### config.mk
export PLATFORM = sky130hd
export DESIGN_NAME = sfi_rewrite_arbiter_flat
export DESIGN_NICKNAME = d
export VERILOG_FILES = /design/src/rtl/sfi_pkg.sv /design/src/rtl/sfi_rewrite_arbiter_if.sv /design/src/rtl/sfi_rewrite.sv /design/src/rtl/sfi_rewrite_arbiter.sv /design/src/flat_wrapper.sv
export SDC_FILE = /design/constraint.sdc
export NUM_CORES = 1
export LEC_CHECK = 0
export ABC_AREA = 1
export ABC_CLOCK_PERIOD_IN_PS = 3150
export CAP_MARGIN = 20
export CORE_AREA = 2 2 150 152
export DETAILED_ROUTE_END_ITERATION = 10
export DIE_AREA = 0 0 152 154
export GPL_TIMING_DRIVEN = 0
export PLACE_DENSITY = 0.73
export SETUP_SLACK_MARGIN = 0.05
export SKIP_CTS_REPAIR_TIMING = 1
export SLEW_MARGIN = 10
export SYNTH_ARGS = -nofsm -noshare
export SYNTH_HDL_FRONTEND = slang
export SYNTH_SLANG_ARGS = --single-unit
### constraint.sdc
create_clock -name clk_i -period 3.15 [get_ports clk_i]
set_clock_uncertainty 0.1 [all_clocks]
set_input_delay 0.63 -clock clk_i [delete_from_list [all_inputs] [get_ports clk_i]]
set_output_delay 0.63 -clock clk_i [all_outputs]
set_load 0.02 [all_outputs]
### src/rtl/sfi_pkg.sv
// Shared constants and opcode classification for the SFI rewrite arbiter.
// The sandboxed opcodes are the store-class instructions that must carry the region tag.
package sfi_pkg;

  localparam int WORD_W  = 64;
  localparam int OPC_LSB = 26;
  localparam int OPC_W   = 6;
  localparam int TAG_W   = 8;

  typedef enum logic [OPC_W-1:0] {
    OP_SB  = 6'd40,
    OP_SH  = 6'd41,
    OP_SWL = 6'd42,
    OP_SW  = 6'd43,
    OP_SDL = 6'd44,
    OP_SDR = 6'd45,
    OP_SWR = 6'd46,
    OP_SC  = 6'd56,
    OP_SCD = 6'd60,
    OP_SD  = 6'd63
  } sbx_op_e;

  function automatic logic is_sandboxed(input logic [OPC_W-1:0] op);
    case (op)
      OP_SB, OP_SH, OP_SWL, OP_SW, OP_SDL,
      OP_SDR, OP_SWR, OP_SC, OP_SCD, OP_SD: return 1'b1;
      default:                              return 1'b0;
    endcase
  endfunction

endpackage

### src/rtl/sfi_rewrite_arbiter_if.sv
// Requester-side and output-side handshake bundle of the SFI rewrite arbiter.
// The slave modport is the arbiter's view; master is the surrounding fabric's view.
interface sfi_rewrite_arbiter_if
  import sfi_pkg::*;
#(
  parameter int NUM_REQ = 4,
  parameter int ID_W    = $clog2(NUM_REQ)
) ();

  logic [NUM_REQ-1:0]        req_valid;
  logic [NUM_REQ-1:0]        req_ready;
  logic [NUM_REQ*WORD_W-1:0] req_data;
  logic                      out_valid;
  logic                      out_ready;
  logic [WORD_W-1:0]         out_data;
  logic [ID_W-1:0]           out_id;
  logic                      out_sandboxed;

  modport master (
    output req_valid, req_data, out_ready,
    input  req_ready, out_valid, out_data, out_id, out_sandboxed
  );

  modport slave (
    input  req_valid, req_data, out_ready,
    output req_ready, out_valid, out_data, out_id, out_sandboxed
  );

endinterface

### src/rtl/sfi_rewrite.sv
// Combinational SFI rewrite: store-class words get the region tag in their top byte,
// everything else passes through untouched.
module sfi_rewrite
  import sfi_pkg::*;
(
  input  logic [WORD_W-1:0] word_i,
  input  logic [TAG_W-1:0]  tag_i,
  output logic [WORD_W-1:0] word_o,
  output logic              sandboxed_o
);

  assign sandboxed_o = is_sandboxed(word_i[OPC_LSB +: OPC_W]);
  assign word_o      = sandboxed_o ? {tag_i, word_i[WORD_W-TAG_W-1:0]} : word_i;

endmodule

### src/rtl/sfi_rewrite_arbiter.sv
// Round-robin arbiter sharing one SFI rewrite path between NUM_REQ requesters,
// with a single-entry output buffer, the sandbox tag register and a rewrite counter.
module sfi_rewrite_arbiter
  import sfi_pkg::*;
#(
  parameter int               NUM_REQ   = 4,
  parameter int               ID_W      = $clog2(NUM_REQ),
  parameter logic [TAG_W-1:0] TAG_RESET = 8'hA2
) (
  input  logic               clk_i,
  input  logic               rst_i,
  input  logic               en_i,
  input  logic               cfg_we_i,
  input  logic [TAG_W-1:0]   cfg_tag_i,
  output logic [TAG_W-1:0]   tag_o,
  output logic [31:0]        rewrite_count_o,
  sfi_rewrite_arbiter_if.slave bus
);

  logic              out_valid_q, out_valid_d;
  logic [WORD_W-1:0] out_data_q, out_data_d;
  logic [ID_W-1:0]   out_id_q, out_id_d;
  logic              out_sb_q, out_sb_d;
  logic [ID_W-1:0]   rr_ptr_q, rr_ptr_d;
  logic [TAG_W-1:0]  tag_q, tag_d;
  logic [31:0]       count_q, count_d;

  logic              load;
  logic              xfer;
  logic              gnt_found;
  logic [ID_W-1:0]   gnt_idx;
  logic [ID_W:0]     cand;
  logic [WORD_W-1:0] gnt_word;
  logic [WORD_W-1:0] rw_word;
  logic              rw_sb;

  assign load = en_i & (~out_valid_q | bus.out_ready);

  // Candidate index is kept one bit wider so the modulo wrap is a single subtract.
  always_comb begin
    gnt_found = 1'b0;
    gnt_idx   = '0;
    cand      = '0;
    for (int k = 0; k < NUM_REQ; k++) begin
      cand = {1'b0, rr_ptr_q} + (ID_W+1)'(k);
      if (cand >= (ID_W+1)'(NUM_REQ)) begin
        cand = cand - (ID_W+1)'(NUM_REQ);
      end
      if (!gnt_found && bus.req_valid[cand[ID_W-1:0]]) begin
        gnt_found = 1'b1;
        gnt_idx   = cand[ID_W-1:0];
      end
    end
  end

  assign xfer = load & gnt_found & ~rst_i;

  always_comb begin
    bus.req_ready = '0;
    if (xfer) begin
      bus.req_ready[gnt_idx] = 1'b1;
    end
  end

  assign gnt_word = bus.req_data[gnt_idx*WORD_W +: WORD_W];

  sfi_rewrite u_rewrite (
    .word_i      (gnt_word),
    .tag_i       (tag_q),
    .word_o      (rw_word),
    .sandboxed_o (rw_sb)
  );

  always_comb begin
    out_valid_d = out_valid_q;
    out_data_d  = out_data_q;
    out_id_d    = out_id_q;
    out_sb_d    = out_sb_q;
    rr_ptr_d    = rr_ptr_q;
    tag_d       = tag_q;
    count_d     = count_q;
    if (xfer) begin
      out_valid_d = 1'b1;
      out_data_d  = rw_word;
      out_id_d    = gnt_idx;
      out_sb_d    = rw_sb;
      rr_ptr_d    = (gnt_idx == ID_W'(NUM_REQ-1)) ? '0 : gnt_idx + 1'b1;
      if (rw_sb && (count_q != 32'hFFFF_FFFF)) begin
        count_d = count_q + 32'd1;
      end
    end else if (out_valid_q && bus.out_ready) begin
      out_valid_d = 1'b0;
    end
    // The word granted this cycle was already rewritten with the old tag above.
    if (cfg_we_i) begin
      tag_d = cfg_tag_i;
    end
  end

  always_ff @(posedge clk_i) begin
    if (rst_i) begin
      out_valid_q <= 1'b0;
      out_data_q  <= '0;
      out_id_q    <= '0;
      out_sb_q    <= 1'b0;
      rr_ptr_q    <= '0;
      tag_q       <= TAG_RESET;
      count_q     <= '0;
    end else begin
      out_valid_q <= out_valid_d;
      out_data_q  <= out_data_d;
      out_id_q    <= out_id_d;
      out_sb_q    <= out_sb_d;
      rr_ptr_q    <= rr_ptr_d;
      tag_q       <= tag_d;
      count_q     <= count_d;
    end
  end

  assign bus.out_valid     = out_valid_q;
  assign bus.out_data      = out_data_q;
  assign bus.out_id        = out_id_q;
  assign bus.out_sandboxed = out_sb_q;
  assign tag_o             = tag_q;
  assign rewrite_count_o   = count_q;

endmodule
### src/flat_wrapper.sv
// flat-port wrapper written by rule: the top's interface ports become plain ports
module sfi_rewrite_arbiter_flat import sfi_pkg::*;
#(
  parameter int               NUM_REQ   = 4,
  parameter int               ID_W      = $clog2(NUM_REQ),
  parameter logic [TAG_W-1:0] TAG_RESET = 8'hA2
)
  (clk_i, rst_i, en_i, cfg_we_i, cfg_tag_i, tag_o, rewrite_count_o, bus_req_valid, bus_req_data, bus_out_ready, bus_req_ready, bus_out_valid, bus_out_data, bus_out_id, bus_out_sandboxed);
  sfi_rewrite_arbiter_if #(.NUM_REQ(NUM_REQ), .ID_W(ID_W)) bus_i ();
  input  logic clk_i;
  input  logic rst_i;
  input  logic en_i;
  input  logic cfg_we_i;
  input  logic [TAG_W-1:0] cfg_tag_i;
  output logic [TAG_W-1:0] tag_o;
  output logic [31:0] rewrite_count_o;
  input wire logic [$bits(bus_i.req_valid)-1:0] bus_req_valid;
  input wire logic [$bits(bus_i.req_data)-1:0] bus_req_data;
  input wire logic [$bits(bus_i.out_ready)-1:0] bus_out_ready;
  output wire logic [$bits(bus_i.req_ready)-1:0] bus_req_ready;
  output wire logic [$bits(bus_i.out_valid)-1:0] bus_out_valid;
  output wire logic [$bits(bus_i.out_data)-1:0] bus_out_data;
  output wire logic [$bits(bus_i.out_id)-1:0] bus_out_id;
  output wire logic [$bits(bus_i.out_sandboxed)-1:0] bus_out_sandboxed;
  assign bus_i.req_valid = bus_req_valid;
  assign bus_i.req_data = bus_req_data;
  assign bus_i.out_ready = bus_out_ready;
  assign bus_req_ready = bus_i.req_ready;
  assign bus_out_valid = bus_i.out_valid;
  assign bus_out_data = bus_i.out_data;
  assign bus_out_id = bus_i.out_id;
  assign bus_out_sandboxed = bus_i.out_sandboxed;
  sfi_rewrite_arbiter #(.NUM_REQ(NUM_REQ), .ID_W(ID_W), .TAG_RESET(TAG_RESET)) u_core (.clk_i(clk_i), .rst_i(rst_i), .en_i(en_i), .cfg_we_i(cfg_we_i), .cfg_tag_i(cfg_tag_i), .tag_o(tag_o), .rewrite_count_o(rewrite_count_o), .bus(bus_i));
endmodule
==> impl_metrics.ini, run 1 <==
[status]
status = complete, but fails checks
violations = negative setup slack

[sta]
fin_crit_sh = 1.07
maxSlewViolCount = 0
setup_viol = 33
hold_ws_ns = 0.370
fmax_ghz = 0.296
hold_viol_final = 0
slew_headroom = 0.438
rsz0062_at_grt = true
postLayoutSetupSlackWorst_ns = -0.228
period_minus_slack_ns = 3.38
tightestPinTransition_ns = 0.843

[global_routing]
grt_pass1_wl_um = 52000
grt_usage = 0.282
grt_pass1_vias = 8930
grt_start_max_net_pins = 19
antenna_found_initial = 0
overflow = 0

[setup_path]
worstPathMaxFanout = 8
reg2reg_to = u_core.rewrite_count_o[4]
cp_slowest_cell = dfxtp_2
path_cells = buf_8 -> buf_6 -> nand2_1 -> nand3_4 -> nand2_4 -> nor2_4 -> nand3_4 -> nand3_4 -> buf_8 -> clkinvlp_4 -> buf_12 -> buf_12 -> ha_4 -> inv_2 -> nor2_4 -> buf_6
cp_top_family = buffers and inverters
r2r_cells = 21
cp_num_buf_inv = 8
required_ns = 2.42
crit_start = u_core.rr_ptr_q[0]
rrSetupSlack_ns = -0.05
rr_startpoint = u_core.rr_ptr_q[0]
cp-end-kind = output pin
cpMostUsedCell = nand3_4
criticalPathCategory = reg2out
crit_arrival_ns = 2.65
max_stage_delay_ns = 0.34
critPathLaunchType = flop

[floorplan]
initial_core_util = 0.336
placementRows = 54
core_area_mm2 = 0.0217
die_h_um = 154
dieArea_mm2 = 0.0234
die_w_um = 152
io_pins = 385

[yosys]
synth_edf_count = 0
synthTopCellsByCount = nand2_1, inv_1, o21ai_0
yosysTopAreaCell = dfxtp_1
ys_seq_area_frac = 0.303
synth-adder-area-share = 0.00859
synth_top_family_by_area = simple AND/OR/NAND/NOR gates
yosys.area_share.simple = 0.300
synth_fp_nets = 1413
synthMuxAreaShare = 0.0413
netlist.area_leader.share = 0.303
syn_area_mm2 = 0.00728
synth_flop_cell = dfxtp_1
ys_warn_count = 0
syn_inst = 1135
yosys.area_share.xor_xnor = 0.0361
synth_compound_area_frac = 0.199
ys_types = 37
async_flop_share = 0
ys_ff_latch = 110
yosysMostFrequentCell = nand2_1
syn_avg_cell_area_um2 = 6.41
netlist_top_cells_area = dfxtp_1, nand2_1, o21ai_0, a21oi_1, inv_1

[run]
drv_cap = 0

[drt]
postRouteAntennaNets = 0
vias = 9758
avgRoutedWirePerCell_um = 19.3
drtPass1Iterations = 7
drtIter0Drc = 707
drcViolationCount = 0
vias_per_cell = 5.26
routed_wl_um = 35900

[pwr]
power_leakage_nw = 5.36
ir_drop_uv = 296
cellPowerDensity_mw_per_mm2 = 493

[worst_hold_path]
hold_start = u_core.bus.out_data[59]
min_path_cells = 2
holdPathEnd = u_core.bus.out_data[59]
hold_class = reg2reg

[cells_and_area]
final_nets = 1849
area_delta_synth_final_pct = 75.5
seqCellArea_mm2 = 0.00221
fill_cells = 2031
multi_input_area_mm2 = 0.00476
antenna_cells = 0
fin_area_mm2 = 0.0128
drive_gt1_frac = 0.141

[clock_tree]
clkSinkCount = 110
clk-insertion-delay-late_ns = 0.36
clk_pin_slew_ns = 0.08
cts_tree = built
clock-root-buffer = clkbuf_16
clockBufferDepth = 2
cts-buffers-inserted = 9
htree_num_levels = 3

[placement]
dp_hpwl_um = 27000
io_buffer_count = 384
placed_cell_area_mm2 = 0.0115
pre_cts_slack_ns = -1.59
gp_congestion = 0.955
## worst reg2reg max path, stage by stage (launching register included)
cell	delay, ns
dfxtp_2	0.34
buf_8	0.14
buf_6	0.11
nand2_1	0.13
nand3_1	0.15
nand2_2	0.10
nand2_4	0.11
nand2_4	0.06
nand2_4	0.08
nand3_4	0.09
buf_8	0.15
buf_4	0.14
buf_4	0.13
nand2_2	0.05
o211ai_1	0.09
nand2_1	0.14
nand2_2	0.11
a21oi_4	0.23
nand4_4	0.25
buf_6	0.23
nand2_2	0.05
a21oi_1	0.06
## through the flow
step                power, W   util  TNS (ns)  instances
finish               0.00629  0.589     -1.57       1856
global route         0.00664  0.589     -4.97       1856
detailed placement   0.00453  0.530    -58.07       1799
CTS                  0.00566  0.543    -20.94       1815
floorplan            0.00325      -         0       1135
global placement     0.00450  0.530    -55.64       1799
## routing by layer
layer | share of wire | GRT usage | up-vias
met4 | 0.030 | 0.0783 | 0
li1 | - | - | 4636
met2 | 0.47 | 0.469 | 483
met5 | 0 | 0 | -
met1 | 0.43 | 0.374 | 4556
met3 | 0.067 | 0.0536 | 83
## area by class of cell
| class | instances | area share |
|---|---|---|
| clock buffer | 10 | 0.0179 |
| buffer | 70 | 0.0377 |
| tap | 280 | 0.0274 |
| sequential | 110 | 0.173 |
| clock inverter | 6 | 0.00343 |
| timing repair buffer | 424 | 0.328 |
| multi-input combinational | 827 | 0.373 |
| inverter | 129 | 0.0403 |
## worst max-delay path by stage
stage / end / slack (ns) / depth (start not counted)
3_3_place_gp: bus_req_ready[1] / -1.54 / 9
5_1_grt: bus_req_ready[3] / -0.29 / 18
4_1_cts: bus_req_ready[3] / -1.60 / 16
3_5_place_dp: bus_req_ready[3] / -1.59 / 16
6_report: bus_req_ready[3] / -0.23 / 16
2_1_floorplan: bus_req_ready[3] / 0.07 / 15
## power by group
group | internal, W | switching (W) | leakage, nW
clock | 0.000545 | 0.000581 | 0.134
sequential | 0.00152 | 0.0000741 | 0.899
combinational | 0.00152 | 0.00206 | 4.33
total | 0.00358 | 0.00271 | 5.36
## cell families (layout without fill, tap and decap cells)
logic type | count (synthesis) | count (layout)
flops | 110 | 110
simple gates | 502 | 503
fa+ha+maj | 5 | 5
compound gates | 259 | 259
xor+xnor | 30 | 30
buf+inv | 199 | 639
mux | 30 | 30
## layout by cell type, fill, tap and decap left out, drive strengths merged
master | Yosys | layout
a2111oi | 1 | 1
a21oi | 96 | 96
a32o | 8 | 8
buf | 29 | 73
clkbuf | 41 | 51
clkdlybuf4s50 | 0 | 376
clkinv | 5 | 6
clkinvlp | 0 | 3
dfxtp | 110 | 110
dlymetal6s2s | 0 | 4
ha | 5 | 5
inv | 124 | 126
mux2i | 30 | 30
nand2 | 314 | 314
nand3 | 36 | 36
nand4 | 43 | 44
nor2 | 78 | 78
nor3 | 15 | 15
nor4 | 9 | 9
o211ai | 20 | 20
o21ai | 121 | 121
o221ai | 13 | 13
or2 | 7 | 7
xnor2 | 5 | 5
xor2 | 25 | 25
## registers in the layout, indices dropped and copies added (netlist names)
| name | flops |
|---|---|
| u_core.bus.out_id | 2 |
| u_core.bus.out_sandboxed | 1 |
| u_core.tag_o | 8 |
| u_core.rewrite_count_o | 32 |
| u_core.bus.out_data | 64 |
| u_core.rr_ptr_q | 2 |
| u_core.bus.out_valid | 1 |
Note: power is estimated with default switching activity, not from simulation.
==> run 2, diff against run 1 <==
Settings changed: PLACE_DENSITY 0.73 to 0.74.
==> impl_metrics.ini, run 2 (synthesis gave the netlist of run 1 again) <==
[status]
status = complete, but fails checks
violations = negative setup slack

[drt]
vias = 9600
postRouteAntennaNets = 0
routed_wl_um = 35900
drtIter0Drc = 772
avgRoutedWirePerCell_um = 19.4
drtPass1Iterations = 5
vias_per_cell = 5.18
drcViolationCount = 0

[setup_path]
r2r_cells = 23
crit_start = u_core.rr_ptr_q[0]
required_ns = 2.42
critPathLaunchType = flop
worstPathMaxFanout = 8
criticalPathCategory = reg2out
rrSetupSlack_ns = 0.12
reg2reg_to = u_core.rewrite_count_o[28]
cp-end-kind = output pin
crit_arrival_ns = 2.54
crit_end = bus_req_ready[3]
rr_startpoint = u_core.rr_ptr_q[0]

[cells_and_area]
fin_area_mm2 = 0.0125
stdcell_count = 1853
final_common_cell = clkdlybuf4s50_1
final_core_util = 0.575
drive_gt1_frac = 0.0987
fill_cells = 2072
final_nets = 1844
layout_common_cells = clkdlybuf4s50_1, nand2_1, o21ai_0
largest_register_ffs = 64
area_delta_synth_final_pct = 71.4

[sta]
rsz0062_at_grt = true
postLayoutSetupSlackWorst_ns = -0.119
setup_viol = 4
fin_setup_tns_ns = -0.411
period_minus_slack_ns = 3.27
hold_viol_final = 0
fin_crit_sh = 1.04
tightestPinTransition_ns = 0.812
maxSlewViolCount = 0
slew_headroom = 0.458
fmax_ghz = 0.306

[global_routing]
antenna_found_initial = 3
grt_usage = 0.284
grt_start_max_net_pins = 19
grt_pass1_wl_um = 52200
grt_pass1_vias = 8814
overflow = 0

[floorplan]
dieArea_mm2 = 0.0234
io_pins = 385
placementRows = 54
core_area_mm2 = 0.0217
die_h_um = 154
die_w_um = 152
initial_core_util = 0.336

[pwr]
ir_drop_uv = 323
power_leakage_nw = 5.31
cellPowerDensity_mw_per_mm2 = 506
power_w = 0.00631

[clock_tree]
cts-buffers-inserted = 9
clock-root-buffer = clkbuf_16
clk_pin_slew_ns = 0.08
clockBufferDepth = 2
htree_num_levels = 3
cts_tree = built
clkSinkCount = 110
clk-insertion-delay-late_ns = 0.36

[placement]
placed_cell_area_mm2 = 0.0115
gp_congestion = 0.956
dp_hpwl_um = 27500
io_buffer_count = 384
dp.cells = 1799

[run]
drv_cap = 0

[worst_hold_path]
min_path_cells = 2
hold_class = reg2reg
-- run 2: changes by cell type in the layout (fill, tap and decap cells not counted), sizes merged --
cell,delta
clkinv,-2
bufinv,+2
diode,+2
buf,-4
nand4,-1
-- run 2: per-stage QoR --
| stage | hold WS [ns] | setup slack [ns] |
|---|---|---|
| final | 0.373 | -0.119 |
| after global routing | 0.388 | -0.232 |
| after CTS | 0.370 | -1.53 |
| after detailed placement | 0.359 | -1.53 |
| after global placement | 0.352 | -1.49 |
| after floorplan | 0.408 | 0.0717 |
-- run 2: worst min-delay path by stage --
stage	end	slack [ns]	startpoint
2_1_floorplan	u_core.rr_ptr_q[1]	0.41	u_core.rr_ptr_q[1]
3_3_place_gp	u_core.bus.out_data[56]	0.35	u_core.bus.out_data[56]
3_5_place_dp	u_core.bus.out_data[63]	0.36	u_core.bus.out_data[63]
4_1_cts	u_core.bus.out_data[62]	0.37	u_core.bus.out_data[62]
5_1_grt	u_core.bus.out_data[61]	0.39	u_core.bus.out_data[61]
6_report	u_core.bus.out_data[63]	0.37	u_core.bus.out_data[63]
-- run 2: area by class of cell --
cell class                 instances  area [um^2]  area share
clock inverter                     6         92.6     0.00742
clock buffer                      10          229      0.0184
buffer                            70          463      0.0371
inverter                         129          509      0.0408
multi-input combinational        826         4470       0.358
tap                              280          350      0.0281
antenna                            2         5.00    0.000401
timing repair buffer             420         4150       0.333
sequential                       110         2210       0.177
-- run 2: worst max-delay path, cell delays in order (launching register included) --
cell	delay [ns]
dfxtp_2	0.33
buf_8	0.14
clkinv_8	0.06
buf_8	0.13
nand2_8	0.07
nand3_4	0.11
nand2_4	0.07
nor2_4	0.13
nand3_4	0.15
nand3_4	0.10
buf_8	0.11
clkinvlp_4	0.13
buf_12	0.16
buf_12	0.12
ha_2	0.16
inv_2	0.04
nor2_2	0.03
buf_6	0.13
-- run 2: routing by layer --
layer  up-vias  GRT usage  share of wire
met5         -          0        0.00039
met4         2     0.0828          0.023
met3        56     0.0499          0.069
met2       474      0.470           0.47
met1      4445      0.381           0.44
li1       4623          -              -
-- run 2: power by group --
group | leakage (nW) | switching (W) | total [W] | internal [W]
clock network | 0.155 | 0.000593 | 0.00130 | 0.000707
logic | 4.25 | 0.00195 | 0.00342 | 0.00147
registers | 0.899 | 0.0000760 | 0.00160 | 0.00152
total | 5.31 | 0.00262 | 0.00631 | 0.00369
